`src/rtl/seq_game_ctrl.sv`:
```
// seq_game_ctrl: memory-sequence game controller (Simon-style).
// Grows a random color sequence by one symbol per round, replays it with
// external-timer pacing, then checks the player's presses against it.
// Optional feature: define SEQ_GAME_TIMEOUT_EN to make the INPUT state lose
// after TIMEOUT_PULSES timer expiries without a press.
module seq_game_ctrl #(
    parameter int unsigned COLOR_W        = 2,
    parameter int unsigned DEPTH          = 32,
    parameter int unsigned TIMEOUT_PULSES = 3,
    localparam int unsigned SCORE_W       = $clog2(DEPTH + 1)
) (
    input  logic               CLK,
    input  logic               RST,
    input  logic               START_GAME,
    input  logic [COLOR_W-1:0] IN,
    input  logic               IN_VALID,
    input  logic [COLOR_W-1:0] RAND,
    input  logic               TIMER_PULSE,
    output logic               TIMER_GO,
    output logic [COLOR_W-1:0] OUT,
    output logic               OUT_ENA,
    output logic               WIN,
    output logic               LOSE,
    output logic               HS,
    output logic [SCORE_W-1:0] SCORE,
    output logic [SCORE_W-1:0] HIGH_SCORE,
    output logic               BUSY
);

    localparam int unsigned        AW      = $clog2(DEPTH);
    localparam logic [SCORE_W-1:0] LEN_MAX = SCORE_W'(DEPTH);
    localparam logic [SCORE_W-1:0] ONE     = SCORE_W'(1);

    if (DEPTH < 2 || DEPTH > 256) begin : g_bad_depth
        $error("seq_game_ctrl: DEPTH must lie in 2..256");
    end
    if (TIMEOUT_PULSES < 1) begin : g_bad_timeout
        $error("seq_game_ctrl: TIMEOUT_PULSES must be at least 1");
    end
    if (COLOR_W < 1) begin : g_bad_color
        $error("seq_game_ctrl: COLOR_W must be at least 1");
    end

    typedef enum logic [2:0] {
        ST_IDLE,
        ST_ADD,
        ST_SHOW,
        ST_SHOW_WAIT,
        ST_INPUT,
        ST_END
    } state_t;

    state_t               r_state;
    logic [SCORE_W-1:0]   r_len;
    logic [SCORE_W-1:0]   r_i;
    logic [SCORE_W-1:0]   r_score;
    logic [SCORE_W-1:0]   r_high;
    logic [COLOR_W-1:0]   r_out;
    logic                 r_out_ena;
    logic                 r_timer_go;
    logic                 r_win;
    logic                 r_lose;
    logic                 r_hs;
    logic [COLOR_W-1:0]   r_stack [0:(1 << AW) - 1];

`ifdef SEQ_GAME_TIMEOUT_EN
    localparam int unsigned   TO_W    = $clog2(TIMEOUT_PULSES + 1);
    localparam logic [TO_W-1:0] TO_LAST = TO_W'(TIMEOUT_PULSES - 1);
    logic [TO_W-1:0]          r_to_cnt;
`endif

    logic                 w_stack_we;
    logic [COLOR_W-1:0]   w_rd_data;
    logic                 w_last;

    assign w_stack_we = (r_state == ST_ADD) && (r_len != LEN_MAX);
    assign w_rd_data  = r_stack[r_i[AW-1:0]];
    assign w_last     = (r_i == (r_len - ONE));

    // Sequence storage: one new symbol appended per round, never cleared.
    always_ff @(posedge CLK) begin
        if (w_stack_we) begin
            r_stack[r_len[AW-1:0]] <= RAND;
        end
    end

    // Game FSM with registered outputs; TIMER_GO and HS default low each cycle.
    always_ff @(posedge CLK or posedge RST) begin
        if (RST) begin
            r_state    <= ST_IDLE;
            r_len      <= '0;
            r_i        <= '0;
            r_score    <= '0;
            r_high     <= '0;
            r_out      <= '1;
            r_out_ena  <= 1'b0;
            r_timer_go <= 1'b0;
            r_win      <= 1'b0;
            r_lose     <= 1'b0;
            r_hs       <= 1'b0;
`ifdef SEQ_GAME_TIMEOUT_EN
            r_to_cnt   <= '0;
`endif
        end else begin
            r_timer_go <= 1'b0;
            r_hs       <= 1'b0;
            unique case (r_state)
                ST_IDLE: begin
                    if (START_GAME) begin
                        r_len   <= '0;
                        r_i     <= '0;
                        r_score <= '0;
                        r_win   <= 1'b0;
                        r_lose  <= 1'b0;
                        r_state <= ST_ADD;
                    end
                end
                ST_ADD: begin
                    if (r_len == LEN_MAX) begin
                        r_win   <= 1'b1;
                        r_state <= ST_END;
                    end else begin
                        r_len   <= r_len + ONE;
                        r_i     <= '0;
                        r_state <= ST_SHOW;
                    end
                end
                ST_SHOW: begin
                    r_out      <= w_rd_data;
                    r_out_ena  <= 1'b1;
                    r_timer_go <= 1'b1;
                    r_state    <= ST_SHOW_WAIT;
                end
                ST_SHOW_WAIT: begin
                    if (TIMER_PULSE) begin
                        r_out_ena <= 1'b0;
                        if (w_last) begin
                            r_i     <= '0;
                            r_state <= ST_INPUT;
`ifdef SEQ_GAME_TIMEOUT_EN
                            r_timer_go <= 1'b1;
                            r_to_cnt   <= '0;
`endif
                        end else begin
                            r_i     <= r_i + ONE;
                            r_state <= ST_SHOW;
                        end
                    end
                end
                ST_INPUT: begin
                    // A press always wins over a coincident timer expiry.
                    if (IN_VALID) begin
                        if (IN == w_rd_data) begin
                            if (w_last) begin
                                r_score <= r_len;
                                r_i     <= '0;
                                r_state <= ST_ADD;
                            end else begin
                                r_i <= r_i + ONE;
`ifdef SEQ_GAME_TIMEOUT_EN
                                r_timer_go <= 1'b1;
                                r_to_cnt   <= '0;
`endif
                            end
                        end else begin
                            r_lose  <= 1'b1;
                            r_state <= ST_END;
                        end
                    end
`ifdef SEQ_GAME_TIMEOUT_EN
                    else if (TIMER_PULSE) begin
                        if (r_to_cnt == TO_LAST) begin
                            r_lose  <= 1'b1;
                            r_state <= ST_END;
                        end else begin
                            r_to_cnt <= r_to_cnt + 1'b1;
                        end
                    end
`endif
                end
                ST_END: begin
                    if (r_score > r_high) begin
                        r_high <= r_score;
                        r_hs   <= 1'b1;
                    end
                    r_state <= ST_IDLE;
                end
                default: r_state <= ST_IDLE;
            endcase
        end
    end

    assign TIMER_GO   = r_timer_go;
    assign OUT        = r_out;
    assign OUT_ENA    = r_out_ena;
    assign WIN        = r_win;
    assign LOSE       = r_lose;
    assign HS         = r_hs;
    assign SCORE      = r_score;
    assign HIGH_SCORE = r_high;
    assign BUSY       = (r_state != ST_IDLE);

endmodule
```
`config.mk`:
```
export PLATFORM = sky130hd
export DESIGN_NAME = seq_game_ctrl
export DESIGN_NICKNAME = d
export VERILOG_FILES = /design/src/rtl/seq_game_ctrl.sv
export SDC_FILE = /design/constraint.sdc
export NUM_CORES = 1
export LEC_CHECK = 0
export ABC_AREA = 1
export ABC_CLOCK_PERIOD_IN_PS = 4700
export CORE_MARGIN = 4
export CORE_UTILIZATION = 40
export CTS_CLUSTER_SIZE = 40
export DETAILED_ROUTE_END_ITERATION = 7
export GPL_TIMING_DRIVEN = 0
export HOLD_SLACK_MARGIN = 0.05
export PLACE_DENSITY_LB_ADDON = 0.12
export SETUP_SLACK_MARGIN = 0.2
export SYNTH_ARGS = -nofsm -noshare
export SYNTH_HDL_FRONTEND = slang
export SYNTH_SLANG_ARGS = --single-unit
export TNS_END_PERCENT = 5
```
`constraint.sdc`:
```
create_clock -name CLK -period 4.7 [get_ports CLK]
set_clock_uncertainty 0.1 [all_clocks]
set_input_delay 1.41 -clock CLK [delete_from_list [all_inputs] [get_ports CLK]]
set_output_delay 1.41 -clock CLK [all_outputs]
set_load 0.01 [all_outputs]
```
==> results.tsv, run 1 <==
metric	value	unit
vdd_drop_max	0.323	mV
outcome	completed	
cts_root_buffer	clkbuf_16	
ys_types	37	
die_h	118	µm
p_leak	2.31	nW
cts_tree	yes	
wl_met2	5.26	mm
grt_use_total	17.5	%
synthesis.nets	540	
wl_met1	5.60	mm
syn_avg_cell_area	9.26	µm²
area_growth	16.1	%
layout-drive-gt1-share	9.75	%
antenna_found_initial	0	
p_per_area	481	nW/µm²
grt_pass1_vias	3599	
synthFlopType	edfxtp_1	
h-tree-depth	3	
initial_core_util	41.5	%
cts_setup_buffers	0	
cts_sinks	98	
max-cap-violations	0	
syn_inst	520	
met3_length	534	µm
critical_path_class	reg -> out	
fin_cells	707	
final-setup-viol-count	0	
slew_headroom	23.1	%
clkTransAtPathRegs	0.07	ns
end_kind	output port	
yosysSeqAreaShare	57.6	%
slew_viol_final	0	
syn_area	4820	µm²
p_clk_share	29.2	%
drt-total-wl	11.6	mm
period_minus_slack	3.22	ns
first_pass_iters	5	
synth_edf_count	64	
finalInstanceArea	5590	µm²
dp.cells	691	
async_flop_share	34.7	%
top_layer	met4	
die_w	118	µm
port_buffers	28	
num_rows	39	
fp.coreArea	11600	µm²
ys_ff_latch	98	
start_kind	register	
hold_path_class	reg -> reg	
ios	29	
cts_repair_resize_count	0	
crit_required	3.19	ns
final_nets	579	
antennaDiodeCount	0	
fmax	0.311	GHz
dpl_cell_area	5280	µm²
yosys.area.top_type_share	39.9	%
avgRoutedWirePerCell	16.4	µm
yosysWarnings	0	
die-area	13900	µm²
dpl.hpwl	8.33	mm
p_seq_share	38.5	%
cts_inserted_buffers	9	
place_ws	1.16	ns
switchingPower	0.955	mW
vias_per_cell	5.20	
finalHoldWorstSlack	0.371	ns
tightestPinTransition	1.15	ns
combPwrFrac	32.4	%
arrival	1.71	ns
power	2.69	mW
power.internal	1.73	mW
postRouteAntennaNets	0	
rsz0062_at_grt	false	
yosysTopAreaCell	edfxtp_1	
place.gp.congestion	0.834	
drt_iter0_markers	254	
grt_pass1_wl	18.9	mm
synth.area.top_cells	edfxtp_1 40%, dfrtp_1 17%, nand2_1 13%, nand3_1 5.4%, nor2_1 4.2%	
cts_hold_buf	0	
p_sw_share	35.5	%
num_vias	3677	
clock_path_buffers	2	
clock_latency	0.35	ns
grt_start_max_net_pins	35	
critPathMaxFanout	5	
post-route-drc-count	0	
period_share	68.4	%
fin_tns_setup	0	ns
grt_overflow	0	
setup_ws	1.48	ns
hold_viol	0	
final_util	48.2	%
[cells in the mapped netlist (2+ instances only)]
library cell	count
edfxtp_1	64
clkbuf_1	2
nand2_2	6
nand3_1	52
a211oi_1	2
ha_1	11
buf_4	6
inv_1	37
a21oi_1	12
nor3_1	6
nand2_4	2
o21ai_0	16
o21ai_1	2
dfstp_2	2
inv_2	2
nor2_1	54
buf_2	5
nor2_2	2
dfrtp_1	32
nand2_1	164
nand4_1	10
inv_4	2
buf_6	2
o21ai_2	6
xor2_1	8
nor4_1	2
[metal layers]
layer / vias up / GRT usage [%]
met2: 80 / 26.8
met1: 1772 / 24.5
met4: 0 / 5.05
li1: 1810 / -
met3: 15 / 4.71
met5: - / 0
[worst paths after layout]
| path | startpoint | to | slack [ns] | cells after the start |
|---|---|---|---|---|
| max in group asynchronous | RST | r_len[1] | 2.63 | 2 |
| min in group asynchronous | RST | HS | 1.40 | 2 |
| worst min-delay path | LOSE | LOSE | 0.37 | 2 |
| worst max register to register | r_len[0] | r_stack[21][0] | 1.94 | 7 |
| worst min register to register | LOSE | LOSE | 0.37 | 2 |
| worst max-delay path | r_state[1] | BUSY | 1.48 | 5 |
[kinds of logic after synthesis]
family / share of synthesized area (%)
AND/OR/NAND/NOR: 27.1
AO/OA/AOI/OAI: 5.27
flip-flops: 57.6
XOR/XNOR: 1.64
buffers and inverters: 5.46
adder cells (fa/ha/maj): 2.86
[sequential cells by signal, summed over array words and instances, names as in the netlist]
signal	count
TIMER_GO	1
r_i	6
r_state	3
HIGH_SCORE	6
OUT_ENA	1
WIN	1
r_len	6
LOSE	1
SCORE	6
HS	1
r_stack	64
OUT	2
[placed cells by master (no fill, tap or decap), types with 10 or more instances in the layout]
cell type	count
nand2_1	164
o21ai_0	16
edfxtp_1	64
a21oi_1	12
ha_1	11
clkdlybuf4s50_1	28
dfrtp_1	32
nand3_1	52
inv_1	36
nand4_1	10
nor2_1	54
[cell type report]
type	instances	area, µm²
inverter	42	163
clock inverter	7	92.6
fill	1129	6020
multi-input combinational	365	1780
buffer	15	100
sequential	98	2780
clock buffer	9	225
timing repair buffer	28	280
tap	143	179
[power by group through the flow]
stage / clock (mW) / sequential [mW] / combinational (mW)
finish: 0.784 / 1.03 / 0.870
global route: 0.834 / 1.04 / 0.981
CTS: 0.801 / 1.03 / 0.876
detailed placement: 0 / 1.05 / 0.874
global placement: 0 / 1.05 / 0.867
floorplan: 0 / 1.05 / 0.596
[worst max-delay path, cell delays in order, from the launching register on]
cell and delay, ns:
dfrtp_1 0.43, nor2_1 0.12, inv_1 0.10, nor2_2 0.16
inv_1 0.08, clkdlybuf4s50_1 0.48
Power figures use the tool's default switching activity.
==> run 2: changes to the inputs <==
--- a/config.mk
+++ b/config.mk
@@ -6,7 +6,7 @@
 export NUM_CORES = 1
 export LEC_CHECK = 0
 export ABC_AREA = 1
-export ABC_CLOCK_PERIOD_IN_PS = 4700
+export ABC_CLOCK_PERIOD_IN_PS = 2800
 export CORE_MARGIN = 4
 export CORE_UTILIZATION = 40
 export CTS_CLUSTER_SIZE = 40
==> constraint.sdc (replaced) <==
create_clock -name CLK -period 2.8 [get_ports CLK]
set_clock_uncertainty 0.1 [all_clocks]
set_input_delay 0.84 -clock CLK [delete_from_list [all_inputs] [get_ports CLK]]
set_output_delay 0.84 -clock CLK [all_outputs]
set_load 0.01 [all_outputs]
==> results.tsv, run 2 (same netlist as run 1, synthesis figures left out) <==
metric	value	unit
clkTransAtPathRegs	0.07	ns
dp.cells	691	
hold_depth	2	
antenna_found_initial	0	
critical_path_class	reg -> reg	
critPathMaxFanout	8	
vdd_drop_max	0.542	mV
p_per_area	808	nW/µm²
r2r_slack	0.29	ns
grt_pass1_wl	18.9	mm
power	4.54	mW
rsz0062_at_grt	true	
crit_required	2.74	ns
grt_overflow	0	
dpl_cell_area	5280	µm²
p_seq_share	38.2	%
die_h	118	µm
r2r-start	r_len[0]	
final_util	48.4	%
start_kind	register	
slew_viol_final	0	
place_ws	-0.174	ns
p_sw_share	35.5	%
drt_iter0_markers	262	
final_nets	580	
clock_path_buffers	2	
arrival	2.45	ns
fillCellCount	1120	
reg2reg_to	r_stack[23][1]	
post-route-drc-count	0	
outcome	completed	
area_growth	16.8	%
first_pass_iters	5	
cts_sinks	98	
hp-start	LOSE	
r2r_cells	7	
postRouteAntennaNets	0	
power.internal	2.93	mW
grt_pass1_vias	3599	
grt_use_total	17.5	%
hold_path_class	reg -> reg	
initial_core_util	41.5	%
dpl.hpwl	8.33	mm
end_kind	register	
period_minus_slack	2.51	ns
vias_per_cell	5.17	
largest_reg_flops	64	
hold_viol	0	
final_common_cell	nand2_1	
num_rows	39	
max-cap-violations	0	
fp.coreArea	11600	µm²
die_w	118	µm
num_vias	3661	
cts_root_buffer	clkbuf_16	
setup_ws	0.288	ns
die-area	13900	µm²
combPwrFrac	32.8	%
drt-total-wl	11.5	mm
antennaDiodeCount	0	
finalInstanceArea	5620	µm²
switchingPower	1.61	mW
min_to	LOSE	
layout-drive-gt1-share	10.4	%
place.gp.congestion	0.834	
grt_start_max_net_pins	35	
slew_headroom	22.8	%
p_leak	2.32	nW
h-tree-depth	3	
p_clk_share	29.0	%
cts_tree	yes	
final-setup-viol-count	0	
avgRoutedWirePerCell	16.3	µm
fin_cells	708	
fmax	0.398	GHz
ios	29	
period_share	89.7	%
cts_inserted_buffers	9	
final_cell_mix	163 x nand2_1, 64 x edfxtp_1, 53 x nor2_1	
clock_latency	0.35	ns
tightestPinTransition	1.16	ns
port_buffers	28	
[run 2: cell count changes in the layout (fill, tap and decap cells not counted), sizes merged]
| cell | change |
|---|---|
| dlymetal6s2s | +1 |
| clkdlybuf4s50 | -1 |
| buf | +1 |
[run 2: routing by layer]
metal | GRT usage (%) | up-vias | wire (µm)
met5 | 0 | - | 0
li1 | - | 1813 | -
met3 | 4.71 | 12 | 582
met1 | 24.5 | 1745 | 5490
met2 | 26.8 | 91 | 5320
met4 | 5.05 | 0 | 146
[run 2: area by class of cell]
class / instances / area (µm²) / share of cell area (%)
buffer: 15 / 100 / 1.78
clock buffer: 9 / 225 / 4.00
clock inverter: 7 / 92.6 / 1.65
inverter: 42 / 163 / 2.89
multi-input combinational: 365 / 1800 / 32.0
sequential: 98 / 2780 / 49.3
tap: 143 / 179 / 3.18
timing repair buffer: 29 / 290 / 5.16
[run 2: how the worst max path moves through the flow]
stage / startpoint / endpoint / slack (ns) / cells after the start
6_report: r_len[0] / r_stack[23][1] / 0.29 / 7
5_1_grt: r_len[0] / r_len[5] / 0.09 / 11
4_1_cts: r_len[0] / r_stack[21][1] / 0.06 / 7
3_5_place_dp: START_GAME / r_i[3] / -0.17 / 8
3_3_place_gp: START_GAME / r_i[1] / -0.15 / 8
2_1_floorplan: START_GAME / r_i[0] / 0.73 / 7
[run 2: what timing repair did]
| action | CTS | global route |
|---|---|---|
| endpoints found under the setup margin | 59 | 78 |
| buffers inserted | 0 | 1 |
| pin swaps | 0 | 0 |
| gates resized for setup | 0 | 7 |
| endpoints found under the hold margin | 0 | 0 |
| hold buffers | 0 | 0 |
[run 2: critical path, cell delays in order, from the launching register on]
cell     delay (ns)
dfrtp_1        0.51
inv_1          0.16
ha_1           0.28
nand2_1        0.12
nor4_1         0.07
nor2_2         0.31
nand2_1        0.36
nor2_1         0.28
[run 2: metrics by stage]
stage / hold WS, ns / setup TNS [ns]
3_5_place_dp: 0.359 / -0.967
3_3_place_gp: 0.360 / -0.871
2_1_floorplan: 0.374 / 0
6_report: 0.371 / 0
5_1_grt: 0.381 / 0
4_1_cts: 0.376 / 0
[run 2: power by group through the flow]
stage,Combinational [mW],Clock (mW),Sequential (mW)
2_1_floorplan,1.00,0,1.76
3_3_place_gp,1.46,0,1.76
3_5_place_dp,1.47,0,1.77
4_1_cts,1.47,1.35,1.74
5_1_grt,1.68,1.40,1.75
6_report,1.49,1.32,1.74
==> run 3: changes to the inputs <==
--- a/config.mk
+++ b/config.mk
@@ -7,6 +7,8 @@
 export LEC_CHECK = 0
 export ABC_AREA = 1
 export ABC_CLOCK_PERIOD_IN_PS = 2800
+export CELL_PAD_IN_SITES_DETAIL_PLACEMENT = 1
+export CELL_PAD_IN_SITES_GLOBAL_PLACEMENT = 1
 export CORE_MARGIN = 4
 export CORE_UTILIZATION = 40
 export CTS_CLUSTER_SIZE = 40
==> results.tsv, run 3 (same netlist as run 1, synthesis figures left out) <==
metric	value	unit
outcome	completed	
crit_required	1.86	ns
antenna_found_initial	0	
finalHoldWorstSlack	0.372	ns
place_ws	-0.108	ns
period_share	94.3	%
wl_met1	5.82	mm
fmax	0.379	GHz
clock_latency	0.36	ns
cts_root_buffer	clkbuf_16	
final_cell_mix	163 x nand2_1, 64 x edfxtp_1, 52 x nand3_1, 52 x nor2_1, 36 x inv_1	
wl_met2	5.97	mm
h-tree-depth	3	
cts_sinks	98	
final_util	48.3	%
slew_viol_final	0	
avgRoutedWirePerCell	17.6	µm
grt_overflow	0	
drt-total-wl	12.4	mm
cts_tree	yes	
arrival	1.70	ns
die-area	13900	µm²
fin_cells	708	
vdd_drop_max	0.400	mV
critPathMaxFanout	5	
cts_setup_buffers	0	
r2r_cells	7	
antennaDiodeCount	0	
num_rows	39	
area_growth	16.4	%
num_vias	3684	
place.gp.congestion	0.817	
clock_path_buffers	2	
port_buffers	28	
top_layer	met4	
max-cap-violations	0	
initial_core_util	41.5	%
grt_use_total	18.7	%
cts_inserted_buffers	9	
grt_start_max_net_pins	33	
final_common_cell	nand2_1	
p_leak	2.31	nW
dpl.hpwl	9.21	mm
ios	29	
fp.coreArea	11600	µm²
post-route-drc-count	0	
cts_repair_resize_count	0	
start_kind	register	
final-setup-viol-count	0	
die_w	118	µm
critical_path_class	reg -> out	
largest_reg_flops	64	
p_per_area	794	nW/µm²
vias_per_cell	5.20	
grt_pass1_wl	20.1	mm
rsz0062_at_grt	true	
hold_viol	0	
die_h	118	µm
drt_iter0_markers	233	
met3_length	444	µm
hold_depth	2	
dpl_cell_area	5300	µm²
clkTransAtPathRegs	0.06	ns
cts_hold_buf	0	
dp.cells	692	
finalInstanceArea	5610	µm²
setup_ws	0.160	ns
slew_headroom	26.8	%
postRouteAntennaNets	0	
layout-drive-gt1-share	11.0	%
fillCellCount	1343	
first_pass_iters	4	
grt_pass1_vias	3809	
tightestPinTransition	1.09	ns
period_minus_slack	2.64	ns
end_kind	output port	
final_nets	580	
hold_path_class	reg -> reg	
-- run 3: through the flow --
stage	power [mW]	TNS, ns
detailed placement	3.26	-0.608
floorplan	2.76	0
global route	4.73	0
finish	4.45	0
global placement	3.21	-0.459
CTS	4.48	0
-- run 3: routing by layer --
layer | track usage (%) | up-vias
met1 | 25.0 | 1810
met3 | 3.65 | 17
met2 | 30.3 | 52
met4 | 6.59 | 0
met5 | 0 | -
li1 | - | 1805
-- run 3: worst max-delay path, stage by stage, from the launching register on --
cell and delay, ns:
dfrtp_2 0.44, nor2_1 0.17, inv_2 0.09, nor2_4 0.12, inv_1 0.06, clkdlybuf4s50_1 0.47
-- run 3: cell type report --
class	instances	area (µm²)	area share, %
Sequential cell	98	2780	49.5
Inverter	42	163	2.90
Clock buffer	9	225	4.02
Buffer	15	100	1.79
Clock inverter	7	60.1	1.07
Multi-Input combinational cell	365	1800	32.0
Timing Repair Buffer	29	308	5.49
Tap cell	143	179	3.19
-- run 3: report_power, final --
part / internal [mW] / total [mW] / switching (mW)
combinational: 0.487 / 1.51 / 1.02
clock: 0.620 / 1.21 / 0.586
sequential: 1.66 / 1.74 / 0.0764
total: 2.77 / 4.45 / 1.68
-- run 3: final timing paths --
| kind | from | to | slack, ns |
|---|---|---|---|
| setup / recovery | r_state[1] | BUSY | 0.16 |
| hold / removal | OUT[0] | OUT[0] | 0.37 |
| setup reg to reg | r_len[0] | r_stack[10][0] | 0.28 |
| hold reg to reg | OUT[0] | OUT[0] | 0.37 |
| max in group asynchronous | RST | r_len[4] | 1.32 |
| min in group asynchronous | RST | r_i[0] | 0.76 |
